### config.mk
export PLATFORM = sky130hd
export DESIGN_NAME = id_scoreboard_ctrl
export DESIGN_NICKNAME = d
export VERILOG_FILES = /design/src/rtl/id_scoreboard_ctrl.sv
export SDC_FILE = /design/constraint.sdc
export NUM_CORES = 2
export LEC_CHECK = 0
export BUFFER_PORTS_ARGS = -buffer_cell sky130_fd_sc_hd__buf_2
export CORE_ASPECT_RATIO = 0.7
export CORE_MARGIN = 2
export CORE_UTILIZATION = 40
export CTS_BUF_LIST = sky130_fd_sc_hd__clkbuf_2
export DETAILED_ROUTE_END_ITERATION = 8
export PLACE_DENSITY = 0.62
export SYNTH_ARGS = -nofsm -noshare
export SYNTH_HDL_FRONTEND = slang
export SYNTH_SLANG_ARGS = --single-unit
### constraint.sdc
create_clock -name clk -period 8.5 [get_ports clk]
set_input_delay 0.425 -clock clk [delete_from_list [all_inputs] [get_ports clk]]
set_output_delay 0.425 -clock clk [all_outputs]
set_load 0.02 [all_outputs]
### src/rtl/id_scoreboard_ctrl.sv
// Decode-stage hazard controller with a per-register pending-write scoreboard.
// Owns the ID valid/ready handshake, the held destination, flush and scoreboard clear.
module id_scoreboard_ctrl #(
    parameter int NUM_SRC       = 3,
    parameter int NUM_WB        = 2,
    parameter int GRP_W         = 2,
    parameter int IDX_W         = 5,
    parameter int CNT_W         = 2,
    parameter int GROUP_INVALID = 0,
    parameter int GROUP_ZERO    = 1
) (
    input  logic                     clk,
    input  logic                     rst,
    input  logic                     IF_valid,
    output logic                     ready,
    output logic                     valid,
    input  logic                     EX_ready,
    input  logic [NUM_SRC*GRP_W-1:0] src_group,
    input  logic [NUM_SRC*IDX_W-1:0] src_index,
    input  logic [GRP_W-1:0]         rd_group,
    input  logic [IDX_W-1:0]         rd_index,
    input  logic [NUM_WB-1:0]        wb_valid,
    input  logic [NUM_WB*GRP_W-1:0]  wb_group,
    input  logic [NUM_WB*IDX_W-1:0]  wb_index,
    input  logic                     flush,
    input  logic                     sb_clear,
    output logic [GRP_W-1:0]         held_rd_group,
    output logic [IDX_W-1:0]         held_rd_index,
    output logic                     stall_raw,
    output logic                     sb_err
);

    localparam int REG_W = GRP_W + IDX_W;
    localparam int NREG  = 1 << REG_W;
    localparam int SUM_W = CNT_W + $clog2(NUM_WB + 1) + 1;
    localparam logic [SUM_W-1:0] CMAX   = SUM_W'((1 << CNT_W) - 1);
    localparam logic [GRP_W-1:0] G_INV  = GRP_W'(GROUP_INVALID);
    localparam logic [GRP_W-1:0] G_ZERO = GRP_W'(GROUP_ZERO);

    function automatic logic is_trk(input logic [REG_W-1:0] r);
        logic [GRP_W-1:0] g;
        logic [IDX_W-1:0] i;
        g = r[REG_W-1 -: GRP_W];
        i = r[IDX_W-1:0];
        return (g != G_INV) && !((g == G_ZERO) && (i == '0));
    endfunction

    logic             valid_q, valid_d;
    logic [REG_W-1:0] held_q, held_d;
    logic             err_q, err_d;
    logic [CNT_W-1:0] cnt_q [NREG];
    logic [CNT_W-1:0] cnt_d [NREG];

    logic [REG_W-1:0] src_a [NUM_SRC];
    logic [REG_W-1:0] wb_a  [NUM_WB];
    logic [REG_W-1:0] rd_a;
    logic             src_hazard;
    logic             rd_sat;
    logic             dispatch;
    logic             accept;
    logic             held_trk;

    always_comb begin
        for (int k = 0; k < NUM_SRC; k++) begin
            src_a[k] = {src_group[k*GRP_W +: GRP_W], src_index[k*IDX_W +: IDX_W]};
        end
        for (int j = 0; j < NUM_WB; j++) begin
            wb_a[j] = {wb_group[j*GRP_W +: GRP_W], wb_index[j*IDX_W +: IDX_W]};
        end
    end

    assign rd_a     = {rd_group, rd_index};
    assign held_trk = is_trk(held_q);

    // Held-slot match covers the write that has not yet been counted.
    always_comb begin
        src_hazard = 1'b0;
        for (int k = 0; k < NUM_SRC; k++) begin
            if (is_trk(src_a[k]) &&
                ((cnt_q[src_a[k]] != '0) || (valid_q && (held_q == src_a[k])))) begin
                src_hazard = 1'b1;
            end
        end
    end

    always_comb begin
        rd_sat = 1'b0;
        if (is_trk(rd_a)) begin
            rd_sat = (SUM_W'(cnt_q[rd_a]) + SUM_W'(valid_q && (held_q == rd_a))) >= CMAX;
        end
    end

    assign dispatch  = valid_q & EX_ready & ~flush;
    assign ready     = (~valid_q | EX_ready) & ~src_hazard & ~rd_sat & ~flush & ~sb_clear;
    assign accept    = ready & IF_valid;
    assign stall_raw = src_hazard & IF_valid;

    always_comb begin
        if (flush || sb_clear) begin
            valid_d = 1'b0;
        end else if (accept) begin
            valid_d = 1'b1;
        end else if (dispatch) begin
            valid_d = 1'b0;
        end else begin
            valid_d = valid_q;
        end
        held_d = accept ? rd_a : held_q;
    end

    // Increment and all releases of an entry are summed; an over-release clamps to zero.
    always_comb begin
        logic [SUM_W-1:0] cur;
        logic [SUM_W-1:0] dec;
        err_d = err_q;
        cur   = '0;
        dec   = '0;
        for (int e = 0; e < NREG; e++) begin
            cur = SUM_W'(cnt_q[e]) +
                  SUM_W'(dispatch && held_trk && (held_q == REG_W'(e)));
            dec = '0;
            for (int j = 0; j < NUM_WB; j++) begin
                dec = dec + SUM_W'(wb_valid[j] && is_trk(wb_a[j]) &&
                                   (wb_a[j] == REG_W'(e)));
            end
            if (dec > cur) begin
                cnt_d[e] = '0;
                err_d    = 1'b1;
            end else begin
                cnt_d[e] = CNT_W'(cur - dec);
            end
            if (sb_clear) begin
                cnt_d[e] = '0;
            end
        end
    end

    always_ff @(posedge clk or posedge rst) begin
        if (rst) begin
            valid_q <= 1'b0;
            held_q  <= {G_INV, {IDX_W{1'b0}}};
            err_q   <= 1'b0;
            for (int e = 0; e < NREG; e++) begin
                cnt_q[e] <= '0;
            end
        end else begin
            valid_q <= valid_d;
            held_q  <= held_d;
            err_q   <= err_d;
            cnt_q   <= cnt_d;
        end
    end

    assign valid         = valid_q;
    assign held_rd_group = held_q[REG_W-1 -: GRP_W];
    assign held_rd_index = held_q[IDX_W-1:0];
    assign sb_err        = err_q;

endmodule

Yosys cells after proc, flatten, opt, wreduce, memory -nomap -nowiden
Index checks and enable logic that the tools add are counted.

word-level totals
  bits in registers = 265
  latch bits = 0
  RAM bits = 0
  memory bits (read-only) = 0
  input bits = 50
  output and inout bits = 11
  word-level logic and storage cells = 1903
  memories = 0

operators by class
  add/subtract/negate cells = 385
  multiply operators = 0
  divide/modulo/power cells = 0
  order comparisons = 133
  equality and inequality tests = 392
  shifts and indexed selects = 0
  multiplexer cells = 403
  bitwise gates (word level) = 18
  reductions and logical operators = 441

operators by type and width
  cell                                                 count
  equality test 7 bit, second input constant           192
  equality test 7 x 6 -> 1 bit, second input constant  96
  2-to-1 mux 2 bit                                     264
  logical AND 1 bit                                    408
  adder 2 x 1 -> 3 bit                                 129
  > comparator 2 x 3 -> 1 bit                          128
  equality test 7 x 5 -> 1 bit, second input constant  48
  adder 1 x 1 -> 2 bit                                 128
  subtractor 2 bit                                     128
  equality test 7 x 4 -> 1 bit, second input constant  24
  2-to-1 mux 1 bit                                     135
  nonzero test 128 bit                                 1
  equality test 7 x 3 -> 1 bit, second input constant  12
  binary-select mux 2 bit (select 7 bit)               4
  equality test 7 x 2 -> 1 bit, second input constant  6
  zero test 5 bit                                      7
  >= comparator 8 bit, second input constant           4
  NOT 7 -> 8 bit                                       4
  equality test 7 bit                                  4
  equality test 7 x 1 -> 1 bit, second input constant  3
  zero test 7 bit                                      3
  nonzero test 2 bit                                   10
  equality test 2 x 1 -> 1 bit, second input constant  7
  bitwise AND 1 bit                                    8
  other kinds (6)                                      19

Depth between registers and ports, before layout
  depth in word-level cells = 136
  depth in mapped cells = 18

Worst setup path before layout
No wires, ideal clock.

  kind = input port to output port
  from = in rd_index[0]
  to = out ready
  arrival time = 3.712 ns
  data required time = 8.075 ns
  slack = 4.363 ns
  stages on the path = 12
  buffers on the path = 3
  cells stage by stage = clkbuf_1 > buf_4 > buf_2 > mux4_2 > mux4_2 > mux4_2 > mux2_2 > ha_1 > ha_1 > a21oi_1 > o21ai_0 > nor2_1

between the ends
  word-level cells in the longest chain between the ends = 11
  elaborated cells on any way between the ends = 17

ends and longest elaborated chain
  what                                                  RTL line  source
  start, declared                                       21        input logic [IDX_W-1:0] rd_index,
  NOT 7 -> 8 bit (not written as such)                  89        rd_sat = (SUM_W'(cnt_q[rd_a]) + SUM_W'(valid_q && (held_q == rd_a))) >= CMAX;
  binary-select mux 2 bit (select 7 bit)                89
  2-to-1 mux 2 bit (not written as such) (2 in series)  89
  adder 2 x 1 -> 3 bit                                  89
  >= comparator 3 x 2 -> 1 bit                          89
  2-to-1 mux 1 bit (*)                                  88        if (is_trk(rd_a)) begin
  NOT 1 bit (*)                                         94        assign ready = (~valid_q | EX_ready) & ~src_hazard & ~rd_sat & ~flush & ~sb_clear;
  bitwise AND 1 bit (*) (3 in series)                   94
  end, declared                                         15        output logic ready,

Mark *: on every way between the ends. The rest lies on a longest branch, timed or not. The select of a mux whose other input is x is not followed.

Worst setup path in the final report
  from = reg held_q[2]
  to = reg err_q (netlist: sb_err)

between the ends
  word-level cells in the longest chain between the ends = 135
  elaborated cells on any way between the ends = 645

ends and longest elaborated chain
  what                              RTL line  source
  start, declared                   49        logic [REG_W-1:0] held_q, held_d;
  start signal, assigned            141       held_q <= {G_INV, {IDX_W{1'b0}}};
  start signal, assigned            148       held_q <= held_d;
  zero test 5 bit                   45        return (g != G_INV) && !((g == G_ZERO) && (i == '0));
  logical AND 1 bit                 45
  zero test 1 bit                   45
  logical AND 1 bit                 45
  logical AND 1 bit (2 in series)   120       SUM_W'(dispatch && held_trk && (held_q == REG_W'(e)));
  adder 2 x 1 -> 3 bit              119       cur = SUM_W'(cnt_q[e]) +
  > comparator 2 x 3 -> 1 bit       126       if (dec > cur) begin
  2-to-1 mux 1 bit (127 in series)  126
  end signal, assigned              149       err_q <= err_d;
  end, declared                     50        logic err_q, err_d;

Several ways; a longest one is shown, not always the timed one.
A chain may end at the register's enable or synchronous reset.

==> results.md <==
- Largest net degree at the start of global routing: 132
- Non-Filler Instances: 4630
- Worst-margin pin slew: 1190 ps
- Setup_tns: 0 ps
- Largest family of logic cells by synthesized area: adder cells
- Critical Path RT: 9480 ps
- RSZ-0062 raised after global routing: false
- Root Buffer: clkbuf_2
- Synth warn: 0
- DRC viols: 0
- Worst Path Buf+Inv: 1
- Clock input transition at the sequential cells of the worst setup and hold paths: 110 ps
- Largest area contributor in the synthesized netlist: ha_1
- Most frequent cells in the layout: ha_1 (770), inv_1 (528), nor2_1 (524)
- Finished Core Util: 0.438
- Net count, final: 4395
- Vias in the first global route: 24702
- Top delay family on crit path: simple AND/OR/NAND/NOR gates
- Rows: 84
- Largest cells by area after synthesis: ha_1 (32%), dfrtp_1 (22%), mux4_2 (10%)
- Leakage Power: 15.5 nW
- Count of final hold-check violations: 0
- Total grt overflow: 0
- Top-area cell type share of the netlist area: 0.315
- Gp weighted congestion: 1.03
- Async S/R FF share, synth: 1.00
- Die area: 0.0786 sq mm
- Crit-path cells: nor2_1 > nand2_1 > o21ai_0 > a21boi_0 > and3_1 > nand2_1 > nor2_1 > ha_1 > ha_1 > inv_1 > ha_1 > a21oi_1 > a211oi_1 > a2111oi_0 > nand4_1 > nor4_1 > nand4_1
- Vias per Instance: 5.73
- Total CTS buffers: 79
- Placed Cells: 4465
- Share of cells above drive strength 1: 0.100
- Die W: 334 um
- Crit path max-delay cell type: dfrtp_1
- Antenna-violating nets left: 0
- Critical path fanouts, max: 18
- Worst rel slew slack: 0.206
- Post-Syn Instances: 3415
- Critical path class: register to register
- Core area: 0.0754 sq mm
- XOR/XNOR Fraction of Synth Area: 0.0447
- Clock Sink Count: 265
- Commonest non-fill, non-tap cell in the layout: ha_1
- Final wirelength: 110000 um
- TritonRoute pass-1 iters: 7
- Max-cap check violation count: 0
- WL per Instance: 23.7 um
- CP peak stage delay: 870 ps
- Initial Util: 0.405
- Mux share of post-synthesis cell area: 0.110
- Cell Pwr Density: 118 mW/mm^2
- Initial antenna violation count: 12
- Final HPWL DP: 82500 um
- Sequential-to-total area share from yosys stat: 0.217
- WHS: 110 ps
- Worst hold path type: input pin to register
- Endpoints failing setup: 0
- I/O pin count: 61
- CP most frequent cell: ha_1
- Critical Path AT: 7530 ps
- Via Count: 26517
- CTS tree: done
- CP Capture Type: register
- P&R area growth vs syn: 8.04%
- Max Slew Vio Count: 0
- Clock Skew: 190 ps
- Peak VDD IR: 0.0633 mV
- Port buffer count: 60
- Simple-gate area share of the yosys netlist: 0.149
- First-pass GRT wire length: 162000 um
- Final min period: 6550 ps
- DIE HEIGHT: 235 um
- CP Launch Type: register
- Fmax: 153 MHz
- Status: complete, no violations
- Main synth FF type: dfrtp_1
- Htree depth: 3
- Clock Path Buffers: 3
- Synth Area in Compound Gates: 0.0818
- EDFF count, synth: 0
- Worst-Skew Late Latency: 1200 ps
- Drt initial violations: 3222
- Synth Area in Adders: 0.315
- Netlist cell types: 60
- Tot GR Track Use: 0.278
- Seq cells post-synth: 265
- Mapped Area: 0.0305 sq mm
- Period utilization: 0.770
- Avg Cell Area, Syn: 8.94 sq um
## cell type report
cell class,count,area [sq um]
Clock inverter,20,83.8
Fill cell,7365,42400
Inverter,531,2000
Antenna cell,18,45.0
Multi-Input combinational cell,2596,21800
Timing Repair Buffer,102,676
Sequential cell,265,6630
Tap cell,989,1240
Clock buffer,109,546
## layer usage
layer / wire length (um) / track usage / vias to the layer above
met2: 40800 / 0.358 / 1490
met3: 15700 / 0.115 / 264
met1: 48900 / 0.405 / 12586
li1: - / - / 12169
met4: 4320 / 0.103 / 8
met5: 44 / 0 / -
## worst reg2reg max path, cell delays in order (launching register included)
cell	delay [ps]
dfrtp_1	870
nor2_1	230
nand2_1	390
o21ai_0	130
a21boi_0	640
and3_1	290
nand2_1	330
nor2_1	260
ha_1	190
ha_1	220
inv_1	60
ha_1	250
a21oi_1	190
a211oi_1	90
a2111oi_0	700
nand4_1	450
nor4_1	860
nand4_1	200
## registers in the layout, summed over array words and instances, names as in the netlist
register and cells:
cnt_q 256, held_q 7, sb_err 1, valid 1
## path summary, 6_finish.rpt
check | start | endpoint | slack, ps | depth (start not counted)
min | wb_index[8] | cnt_q[52]$_DFF_PP0_ | 110 | 6
min reg2reg | cnt_q[157]$_DFF_PP0_ | cnt_q[156]$_DFF_PP0_ | 740 | 3
max reg2reg | held_q[2]$_DFFE_PP0P_ | sb_err$_DFFE_PP0P_ | 1950 | 17
max | held_q[2]$_DFFE_PP0P_ | sb_err$_DFFE_PP0P_ | 1950 | 17
min in group asynchronous | rst | cnt_q[29]$_DFF_PP0_ | 550 | 4
max in group asynchronous | rst | cnt_q[190]$_DFF_PP0_ | 6430 | 5
## repair_timing
item | CTS | global route
buffers inserted | 0 | 0
gates resized for setup | 0 | 0
endpoints found under the hold margin | 224 | 0
hold buffers | 18 | 0
## logic make-up after synthesis
group           Yosys count
simple gates           1031
fa+ha+maj               770
buf+inv                 652
compound gates          383
flops                   265
mux                     157
xor+xnor                156
other cells               1
## per-stage QoR
step / power [W] / area (sq um) / worst slack (ps)
after floorplan: 0.00243 / 30900 / 778
after global placement: 0.00284 / 32100 / 2470
after detailed placement: 0.00285 / 32100 / 2370
after CTS: 0.00388 / 33000 / 2310
after global routing: 0.00415 / 33000 / 1810
final: 0.00390 / 33000 / 1950
## Yosys cell counts (2+ instances only)
| master | instances |
|---|---|
| nor2b_1 | 12 |
| nand3b_1 | 10 |
| or4_1 | 3 |
| a211oi_1 | 143 |
| nor3b_1 | 8 |
| nand3_1 | 31 |
| a22oi_1 | 17 |
| o22ai_1 | 3 |
| and3_1 | 3 |
| xnor2_1 | 27 |
| nor2_1 | 524 |
| nand2b_1 | 2 |
| or3_1 | 3 |
| nor4b_1 | 2 |
| inv_1 | 529 |
| dfrtp_1 | 265 |
| o211ai_1 | 5 |
| nor3_1 | 264 |
| a21oi_1 | 161 |
| nand4_1 | 24 |
| or3b_2 | 6 |
| o311ai_0 | 3 |
| ha_1 | 770 |
| mux4_2 | 141 |
| a311o_1 | 2 |
| buf_1 | 13 |
| buf_4 | 4 |
| o21a_1 | 2 |
| xor2_1 | 129 |
| a2111oi_0 | 14 |
| a21boi_0 | 3 |
| o41a_1 | 2 |
| a31oi_1 | 5 |
| o41ai_1 | 4 |
| clkbuf_1 | 79 |
| nor4_1 | 25 |
| nand2_1 | 109 |
| buf_2 | 24 |
| mux2i_1 | 5 |
| o21ai_0 | 9 |
| mux2_2 | 11 |
## power breakdown
part           switching [W]  total, W  internal, W
Sequential          0.000140   0.00150      0.00136
Combinational       0.000874   0.00139     0.000521
Clock               0.000671   0.00101     0.000342
Total                0.00168   0.00390      0.00222
No activity file was read; power rests on OpenSTA's default activity.
